File: src/rtl/uart_pkg.sv
// Shared definitions for the oversampling UART receiver.
//   PARITY_*    : parity mode encodings for the PARITY parameter
//   rx_state_e  : receiver FSM states
//   tick_div()  : oversample tick divider, rounded to nearest integer
//   maj3()      : 3-input majority vote
package uart_pkg;

  localparam int PARITY_NONE = 0;
  localparam int PARITY_ODD  = 1;
  localparam int PARITY_EVEN = 2;

  // ST_ prefix keeps the state names clear of the PARITY parameter.
  typedef enum logic [2:0] {
    ST_IDLE,
    ST_START,
    ST_DATA,
    ST_PARITY,
    ST_STOP
  } rx_state_e;

  function automatic int tick_div(input longint clock_freq, input longint baud,
                                  input longint os);
    return int'((clock_freq + (baud * os) / 2) / (baud * os));
  endfunction

  function automatic logic maj3(input logic a, input logic b, input logic c);
    return (a & b) | (a & c) | (b & c);
  endfunction

endpackage

File: src/rtl/sync_fifo.sv
// First-word-fall-through synchronous FIFO with an occupancy count.
//   clk, rst_n  : clock, synchronous active-low reset
//   wr_en_i     : push request (dropped when full unless a pop coincides)
//   wr_data_i   : push data
//   rd_en_i     : pop request (ignored when empty)
//   rd_data_o   : head word, valid while empty_o = 0
//   full_o      : count = DEPTH
//   empty_o     : count = 0
//   count_o     : current occupancy, 0..DEPTH
module sync_fifo #(
  parameter int WIDTH = 8,
  parameter int DEPTH = 8
) (
  input  logic                     clk,
  input  logic                     rst_n,
  input  logic                     wr_en_i,
  input  logic [WIDTH-1:0]         wr_data_i,
  input  logic                     rd_en_i,
  output logic [WIDTH-1:0]         rd_data_o,
  output logic                     full_o,
  output logic                     empty_o,
  output logic [$clog2(DEPTH):0]   count_o
);

  localparam int AW = $clog2(DEPTH);

  logic [WIDTH-1:0] mem_q [DEPTH];
  logic [AW-1:0]    wr_ptr_q, rd_ptr_q;
  logic [AW:0]      count_q;
  logic             do_wr, do_rd;

  assign empty_o   = (count_q == '0);
  assign full_o    = (count_q == (AW+1)'(DEPTH));
  assign do_rd     = rd_en_i & ~empty_o;
  // A pop frees the slot at the same edge, so a full FIFO still accepts a push.
  assign do_wr     = wr_en_i & (~full_o | do_rd);
  assign rd_data_o = mem_q[rd_ptr_q];
  assign count_o   = count_q;

  always_ff @(posedge clk) begin
    if (!rst_n) begin
      wr_ptr_q <= '0;
      rd_ptr_q <= '0;
      count_q  <= '0;
      for (int i = 0; i < DEPTH; i++) mem_q[i] <= '0;
    end else begin
      if (do_wr) begin
        mem_q[wr_ptr_q] <= wr_data_i;
        wr_ptr_q        <= wr_ptr_q + AW'(1);
      end
      if (do_rd) rd_ptr_q <= rd_ptr_q + AW'(1);
      count_q <= count_q + (AW+1)'(do_wr) - (AW+1)'(do_rd);
    end
  end

endmodule

File: src/rtl/uart_rx_oversampled.sv
// Oversampling UART receiver with majority-vote bit recovery, optional parity,
// 1 or 2 stop bits, sticky error flags and a FWFT receive FIFO.
//   clk, rst_n      : clock, synchronous active-low reset
//   serial_in       : asynchronous serial line, idles high
//   data_out        : FIFO head word, LSB = first received bit
//   data_out_valid  : FIFO not empty
//   data_out_ready  : consumer accepts the head word
//   fifo_count      : FIFO occupancy
//   frame_error     : sticky, a stop bit was sampled low
//   parity_error    : sticky, parity check failed
//   overrun         : sticky, good frame arrived with the FIFO full
//   error_clear     : pulse, clears the sticky flags (a coincident set wins)
module uart_rx_oversampled
  import uart_pkg::*;
#(
  parameter int CLOCK_FREQ = 125_000_000,
  parameter int BAUD_RATE  = 115_200,
  parameter int OVERSAMPLE = 16,
  parameter int DATA_BITS  = 8,
  parameter int PARITY     = 0,
  parameter int STOP_BITS  = 1,
  parameter int FIFO_DEPTH = 8
) (
  input  logic                          clk,
  input  logic                          rst_n,
  input  logic                          serial_in,
  output logic [DATA_BITS-1:0]          data_out,
  output logic                          data_out_valid,
  input  logic                          data_out_ready,
  output logic [$clog2(FIFO_DEPTH):0]   fifo_count,
  output logic                          frame_error,
  output logic                          parity_error,
  output logic                          overrun,
  input  logic                          error_clear
);

  localparam int TICK_DIV = tick_div(CLOCK_FREQ, BAUD_RATE, OVERSAMPLE);
  localparam int TW       = (TICK_DIV > 1) ? $clog2(TICK_DIV) : 1;
  localparam int SW       = $clog2(OVERSAMPLE);
  localparam int M        = OVERSAMPLE / 2;

  // ---------------------------------------------------------------- sync
  logic [1:0] sync_q;
  logic       rx_s, rx_prev_q;

  assign rx_s = sync_q[1];

  always_ff @(posedge clk) begin
    if (!rst_n) begin
      sync_q    <= 2'b11;
      rx_prev_q <= 1'b1;
    end else begin
      sync_q    <= {sync_q[0], serial_in};
      rx_prev_q <= rx_s;
    end
  end

  // ---------------------------------------------------------------- ticks
  rx_state_e      state_q;
  logic [TW-1:0]  tick_cnt_q;
  logic           tick, start_det;

  assign tick      = (tick_cnt_q == TW'(TICK_DIV - 1));
  // Edge-based: a line held low never looks like a new start bit.
  assign start_det = (state_q == ST_IDLE) & rx_prev_q & ~rx_s;

  // Free-running, realigned to the falling edge of each start bit.
  always_ff @(posedge clk) begin
    if (!rst_n || start_det || tick) tick_cnt_q <= '0;
    else                             tick_cnt_q <= tick_cnt_q + TW'(1);
  end

  // ---------------------------------------------------------------- FSM
  logic [SW-1:0]        samp_q;
  logic [3:0]           bit_q;
  logic [1:0]           vote_q;
  logic [DATA_BITS-1:0] shift_q;
  logic                 par_bad_q, stop_bad_q;
  logic                 done_q, set_fe_q, set_pe_q;
  logic                 mid, last_samp, vbit, stop_bad_now;

  // The vote resolves on the tick of the third sample, using the live rx_s.
  assign mid          = tick & (samp_q == SW'(M + 1));
  assign last_samp    = (samp_q == SW'(OVERSAMPLE - 1));
  assign vbit         = maj3(vote_q[0], vote_q[1], rx_s);
  assign stop_bad_now = stop_bad_q | ~vbit;

  always_ff @(posedge clk) begin
    if (!rst_n) begin
      state_q    <= ST_IDLE;
      samp_q     <= '0;
      bit_q      <= '0;
      vote_q     <= '0;
      shift_q    <= '0;
      par_bad_q  <= 1'b0;
      stop_bad_q <= 1'b0;
      done_q     <= 1'b0;
      set_fe_q   <= 1'b0;
      set_pe_q   <= 1'b0;
    end else begin
      done_q   <= 1'b0;
      set_fe_q <= 1'b0;
      set_pe_q <= 1'b0;
      if (state_q == ST_IDLE) begin
        if (start_det) begin
          state_q    <= ST_START;
          samp_q     <= '0;
          bit_q      <= '0;
          par_bad_q  <= 1'b0;
          stop_bad_q <= 1'b0;
        end
      end else if (tick) begin
        samp_q <= last_samp ? '0 : samp_q + SW'(1);
        if (samp_q == SW'(M - 1)) vote_q[0] <= rx_s;
        if (samp_q == SW'(M))     vote_q[1] <= rx_s;
        case (state_q)
          ST_START: begin
            if (mid && vbit)    state_q <= ST_IDLE;   // false start
            else if (last_samp) state_q <= ST_DATA;
          end
          ST_DATA: begin
            if (mid) shift_q <= {vbit, shift_q[DATA_BITS-1:1]};
            if (last_samp) begin
              if (bit_q == 4'(DATA_BITS - 1)) begin
                bit_q   <= '0;
                state_q <= (PARITY != PARITY_NONE) ? ST_PARITY : ST_STOP;
              end else begin
                bit_q <= bit_q + 4'd1;
              end
            end
          end
          ST_PARITY: begin
            if (mid) par_bad_q <= ((^shift_q) ^ vbit) != (PARITY == PARITY_ODD);
            if (last_samp) state_q <= ST_STOP;
          end
          ST_STOP: begin
            if (mid) begin
              stop_bad_q <= stop_bad_now;
              // Leave at the last stop mid-sample so the next start edge is caught.
              if (bit_q == 4'(STOP_BITS - 1)) begin
                state_q  <= ST_IDLE;
                set_fe_q <= stop_bad_now;
                set_pe_q <= ~stop_bad_now & par_bad_q;
                done_q   <= ~stop_bad_now & ~par_bad_q;
              end
            end else if (last_samp) begin
              bit_q <= bit_q + 4'd1;
            end
          end
          default: state_q <= ST_IDLE;
        endcase
      end
    end
  end

  // ---------------------------------------------------------------- FIFO
  logic fifo_full, fifo_empty, pop;

  assign pop            = data_out_ready & ~fifo_empty;
  assign data_out_valid = ~fifo_empty;

  sync_fifo #(
    .WIDTH (DATA_BITS),
    .DEPTH (FIFO_DEPTH)
  ) u_fifo (
    .clk       (clk),
    .rst_n     (rst_n),
    .wr_en_i   (done_q),
    .wr_data_i (shift_q),
    .rd_en_i   (data_out_ready),
    .rd_data_o (data_out),
    .full_o    (fifo_full),
    .empty_o   (fifo_empty),
    .count_o   (fifo_count)
  );

  // ---------------------------------------------------------------- flags
  logic fe_q, pe_q, ov_q;
  logic fe_d, pe_d, ov_d;

  assign fe_d = set_fe_q | (fe_q & ~error_clear);
  assign pe_d = set_pe_q | (pe_q & ~error_clear);
  assign ov_d = (done_q & fifo_full & ~pop) | (ov_q & ~error_clear);

  always_ff @(posedge clk) begin
    if (!rst_n) begin
      fe_q <= 1'b0;
      pe_q <= 1'b0;
      ov_q <= 1'b0;
    end else begin
      fe_q <= fe_d;
      pe_q <= pe_d;
      ov_q <= ov_d;
    end
  end

  assign frame_error  = fe_q;
  assign parity_error = pe_q;
  assign overrun      = ov_q;

endmodule

File: config.mk
export PLATFORM = sky130hd
export DESIGN_NAME = uart_rx_oversampled
export DESIGN_NICKNAME = d
export VERILOG_FILES = /design/src/rtl/uart_pkg.sv /design/src/rtl/sync_fifo.sv /design/src/rtl/uart_rx_oversampled.sv
export SDC_FILE = /design/constraint.sdc
export NUM_CORES = 1
export LEC_CHECK = 0
export ABC_AREA = 1
export BUFFER_PORTS_ARGS = -buffer_cell sky130_fd_sc_hd__buf_4
export CAP_MARGIN = 40
export CORE_ASPECT_RATIO = 1.4
export CORE_MARGIN = 1
export CORE_UTILIZATION = 46
export CTS_BUF_LIST = sky130_fd_sc_hd__clkbuf_2
export DETAILED_ROUTE_END_ITERATION = 12
export PLACE_DENSITY_LB_ADDON = 0.3
export SETUP_SLACK_MARGIN = 0.1
export SLEW_MARGIN = 20
export SYNTH_ARGS = -nofsm -noshare
export SYNTH_HDL_FRONTEND = slang
export SYNTH_SLANG_ARGS = --single-unit
File: constraint.sdc
create_clock -name clk -period 2.07 [get_ports clk]
set_input_delay 0.3105 -clock clk [delete_from_list [all_inputs] [get_ports clk]]
set_output_delay 0.3105 -clock clk [all_outputs]
set_load 0.05 [all_outputs]
==> flow_metrics.tcl <==
set metrics [dict create \
    io_buffers 20 \
    status "finished, violations left" \
    post_drt_wl_per_cell_um 14.71 \
    slowest_stage "dfxtp_4" \
    maxCapViolations 0 \
    cpLargestDelayFamily "buffers and inverters" \
    synth_nets 617 \
    synth_top_family_by_area "simple AND/OR/NAND/NOR gates" \
    hpwl_um 8334 \
    max_freq_ghz 0.4289 \
    grt_pass1_vias 4156 \
    pre_cts_ws_ns 0.1359 \
    synth_compound_area_share_pct 10.92 \
    ys_ff_latch 116 \
    cpPeakStageDelay_ns 0.41 \
    worstPathArrival_ns 2.02 \
    powerDensity_mw_per_mm2 1037 \
    cp-end-kind "output pin" \
    layout_setup_ws_ns -0.2614 \
    gp_congestion 0.8622 \
    io_pins 21 \
    skew_ns 0.03705 \
    slew_violations 0 \
    rsz0062_at_grt "true" \
    clkSinkCount 116 \
    cts_max_path_buffers 2 \
    syn-cell-area_mm2 0.005283 \
    post-route-drc-count 0 \
    grt_usage_pct 21.04 \
    layout_min_cycle_time_ns 2.331 \
    path_buf_inv 3 \
    tightest_slew_ns 0.4719 \
    synth.area.mux_share_pct 0 \
    dieArea_mm2 0.01192 \
    setup_tns_ns -1.989 \
    antenna_found_initial 1 \
    hp-class "input pin to flip-flop" \
    ant_nets 0 \
    setup_viol 8 \
    grt_max_degree 29 \
    regArea_mm2 0.002980 \
    cp_cell_sequence "buf_4 -> buf_4 -> nor2_2 -> o21ai_1 -> a31oi_1 -> buf_4" \
    die_w_um 92.57 \
    cts_tree "built" \
    power_leakage_nw 2.475 \
    yosysWarnings 0 \
    htreeDepth 4 \
    crit_fanout 8 \
    core_area_mm2 0.01104 \
    cp-start-kind "flip-flop" \
    synthCells 598 \
    via_count 4267 \
    nets 671 \
    syn-mean-instance-area_um2 8.834 \
    finalHoldViolCount 0 \
    wirelength_um 11860 \
    grt_pass1_wl_um 18960 \
    cts_buffers 17 \
    final_common_cell "nor2_1" \
    fp-row-count 45 \
    vias_per_cell 5.294 \
    cts-root-buf "clkbuf_2" \
    cp.required_ns 1.76 \
    criticalPathCategory "flip-flop to output pin" \
    synth.distinct_cells 39 \
    areaGrowthSynthToFinish_pct 21.25 \
    first_pass_iters 5 \
    period_share_pct 112.6 \
    synth-simple-area-share_pct 23.16 \
    grt.overflow.total 0 \
    multi_input_area_mm2 0.002277 \
    clkSlewWorstSetupHoldPaths_ns 0.18 \
    fill_cells 1023 \
    initial_utilization_pct 47.87 \
    drt_iter0_markers 249 \
    seq_area_frac_synth_pct 56.09 \
    violations "setup timing" \
    die_h_um 128.8 \
    slew_headroom_pct 68.54 \
    ir_drop_mv 0.5112 \
    clk-insertion-delay-late_ns 0.71 \
    layout-drive-gt1-share_pct 21.84 \
    yosys.area_share.xor_xnor_pct 1.161 \
    synth_adder_area_share_pct 3.458 \
    cp_common_cell "buf_4" \
    mostFrequentLayoutCells "nor2_1 (156), edfxtp_1 (64), nand2_1 (57)" \
]
## cell usage after synthesis
master	count	area, µm²
a21o_1	2	15.01
a21oi_1	34	170.2
a31oi_1	8	50.05
and3_1	2	12.51
buf_1	1	3.750
buf_2	1	5.000
buf_4	1	7.510
clkbuf_1	12	45.04
clkinv_1	8	30.03
dfxtp_1	52	1041
edfxtp_1	64	1922
fa_1	1	20.02
ha_1	13	162.7
inv_1	44	165.2
inv_2	5	18.77
nand2_1	69	259.0
nand2_2	7	43.79
nand2_4	3	33.78
nand2_8	1	20.02
nand2b_1	1	6.260
nand3_1	15	75.07
nand3_2	1	10.01
nand3_4	1	17.52
nand3b_1	1	7.510
nand4_1	3	18.77
nor2_1	160	600.6
nor2_2	1	6.260
nor2_4	4	45.04
nor3_1	6	30.03
nor3_2	1	10.01
nor3b_1	2	15.01
o2111ai_1	1	8.760
o21a_1	1	7.510
o21ai_0	53	265.3
o21ai_1	2	10.01
o22ai_1	8	50.05
or2_2	2	12.51
xnor2_1	4	35.03
xor2_1	3	26.28
## sequential cells by signal (all words and copies together) (netlist names), 3 cells and up, named ones only
| register | cells |
|---|---|
| state_q | 3 |
| u_fifo.count_o | 4 |
| u_fifo.rd_ptr_q | 3 |
| tick_cnt_q | 7 |
| u_fifo.wr_ptr_q | 3 |
| shift_q | 8 |
| u_fifo.mem_q | 64 |
| samp_q | 4 |
| bit_q | 4 |
## timing repair
| action | CTS | global route |
|---|---|---|
| buffers inserted | 4 | 4 |
| hold endpoints to repair | 15 | 0 |
| hold buffers | 5 | 0 |
| pin swaps | 15 | 24 |
| gates resized for setup | 28 | 39 |
| endpoints found under the setup margin | 17 | 63 |
| cloned | 0 | 1 |
## final timing paths
check | from | end | slack, ns | cells past startpoint
worst max-delay path | flip-flop | data_out[7] | -0.26 | 6
worst min-delay path | serial_in | sync_q[0]$_SDFF_PN1_ | 0.34 | 3
worst max register to register | u_fifo.count_o[2]$_SDFF_PN0_ | u_fifo.count_o[2]$_SDFF_PN0_ | 0.15 | 10
worst min register to register | sync_q[0]$_SDFF_PN1_ | sync_q[1]$_SDFF_PN1_ | 0.44 | 1
## metrics by stage
| step | hold WS [ns] | cells | power [mW] | utilization, % | cell area [µm²] |
|---|---|---|---|---|---|
| finish | 0.3382 | 806 | 6.641 | 58.04 | 6405 |
| global route | 0.2952 | 806 | 6.923 | 58.04 | 6405 |
| global placement | 0.3968 | 760 | 4.444 | 52.42 | 5784 |
| detailed placement | 0.4004 | 760 | 4.479 | 52.42 | 5784 |
| floorplan | 0.3925 | 598 | 3.993 | - | 5399 |
| CTS | 0.2766 | 800 | 6.519 | 56.54 | 6240 |
## report_power, final
group | total (mW) | internal (mW) | switching (mW)
Clock | 1.95 | 1.05 | 0.901
Sequential | 2.72 | 2.58 | 0.139
Combinational | 1.97 | 0.717 | 1.25
Total | 6.64 | 4.35 | 2.29
## cells by family after synthesis
group / after synthesis
adder cells (fa/ha/maj): 14
XOR/XNOR: 7
flip-flops: 116
AND/OR/NAND/NOR: 280
AO/OA/AOI/OAI: 109
buffers and inverters: 72
## worst register-to-register path, stage by stage, from the launching register on
cell     delay, ns
dfxtp_4       0.39
inv_4         0.08
ha_4          0.13
nor3b_4       0.21
nand2_2       0.10
nand2_4       0.10
inv_2         0.05
ha_2          0.19
fa_1          0.38
xnor2_1       0.16
nor2_1        0.05
## layer usage
| metal | vias to the layer above | part of all wire [%] | track usage (%) |
|---|---|---|---|
| met4 | 0 | 3.5 | 11.40 |
| met5 | - | 0 | 0 |
| met2 | 121 | 53 | 37.91 |
| met3 | 40 | 4.3 | 5.378 |
| met1 | 2009 | 39 | 22.30 |
| li1 | 2097 | - | - |
## area by class of cell
type | instances | area share, %
Sequential cell | 116 | 46.53
Multi-Input combinational cell | 411 | 35.55
Timing Repair Buffer | 49 | 6.290
Clock inverter | 14 | 3.887
Inverter | 57 | 3.614
Tap cell | 141 | 2.754
Clock buffer | 17 | 1.328
Antenna cell | 1 | 0.03907
Power figures use the tool's default switching activity.
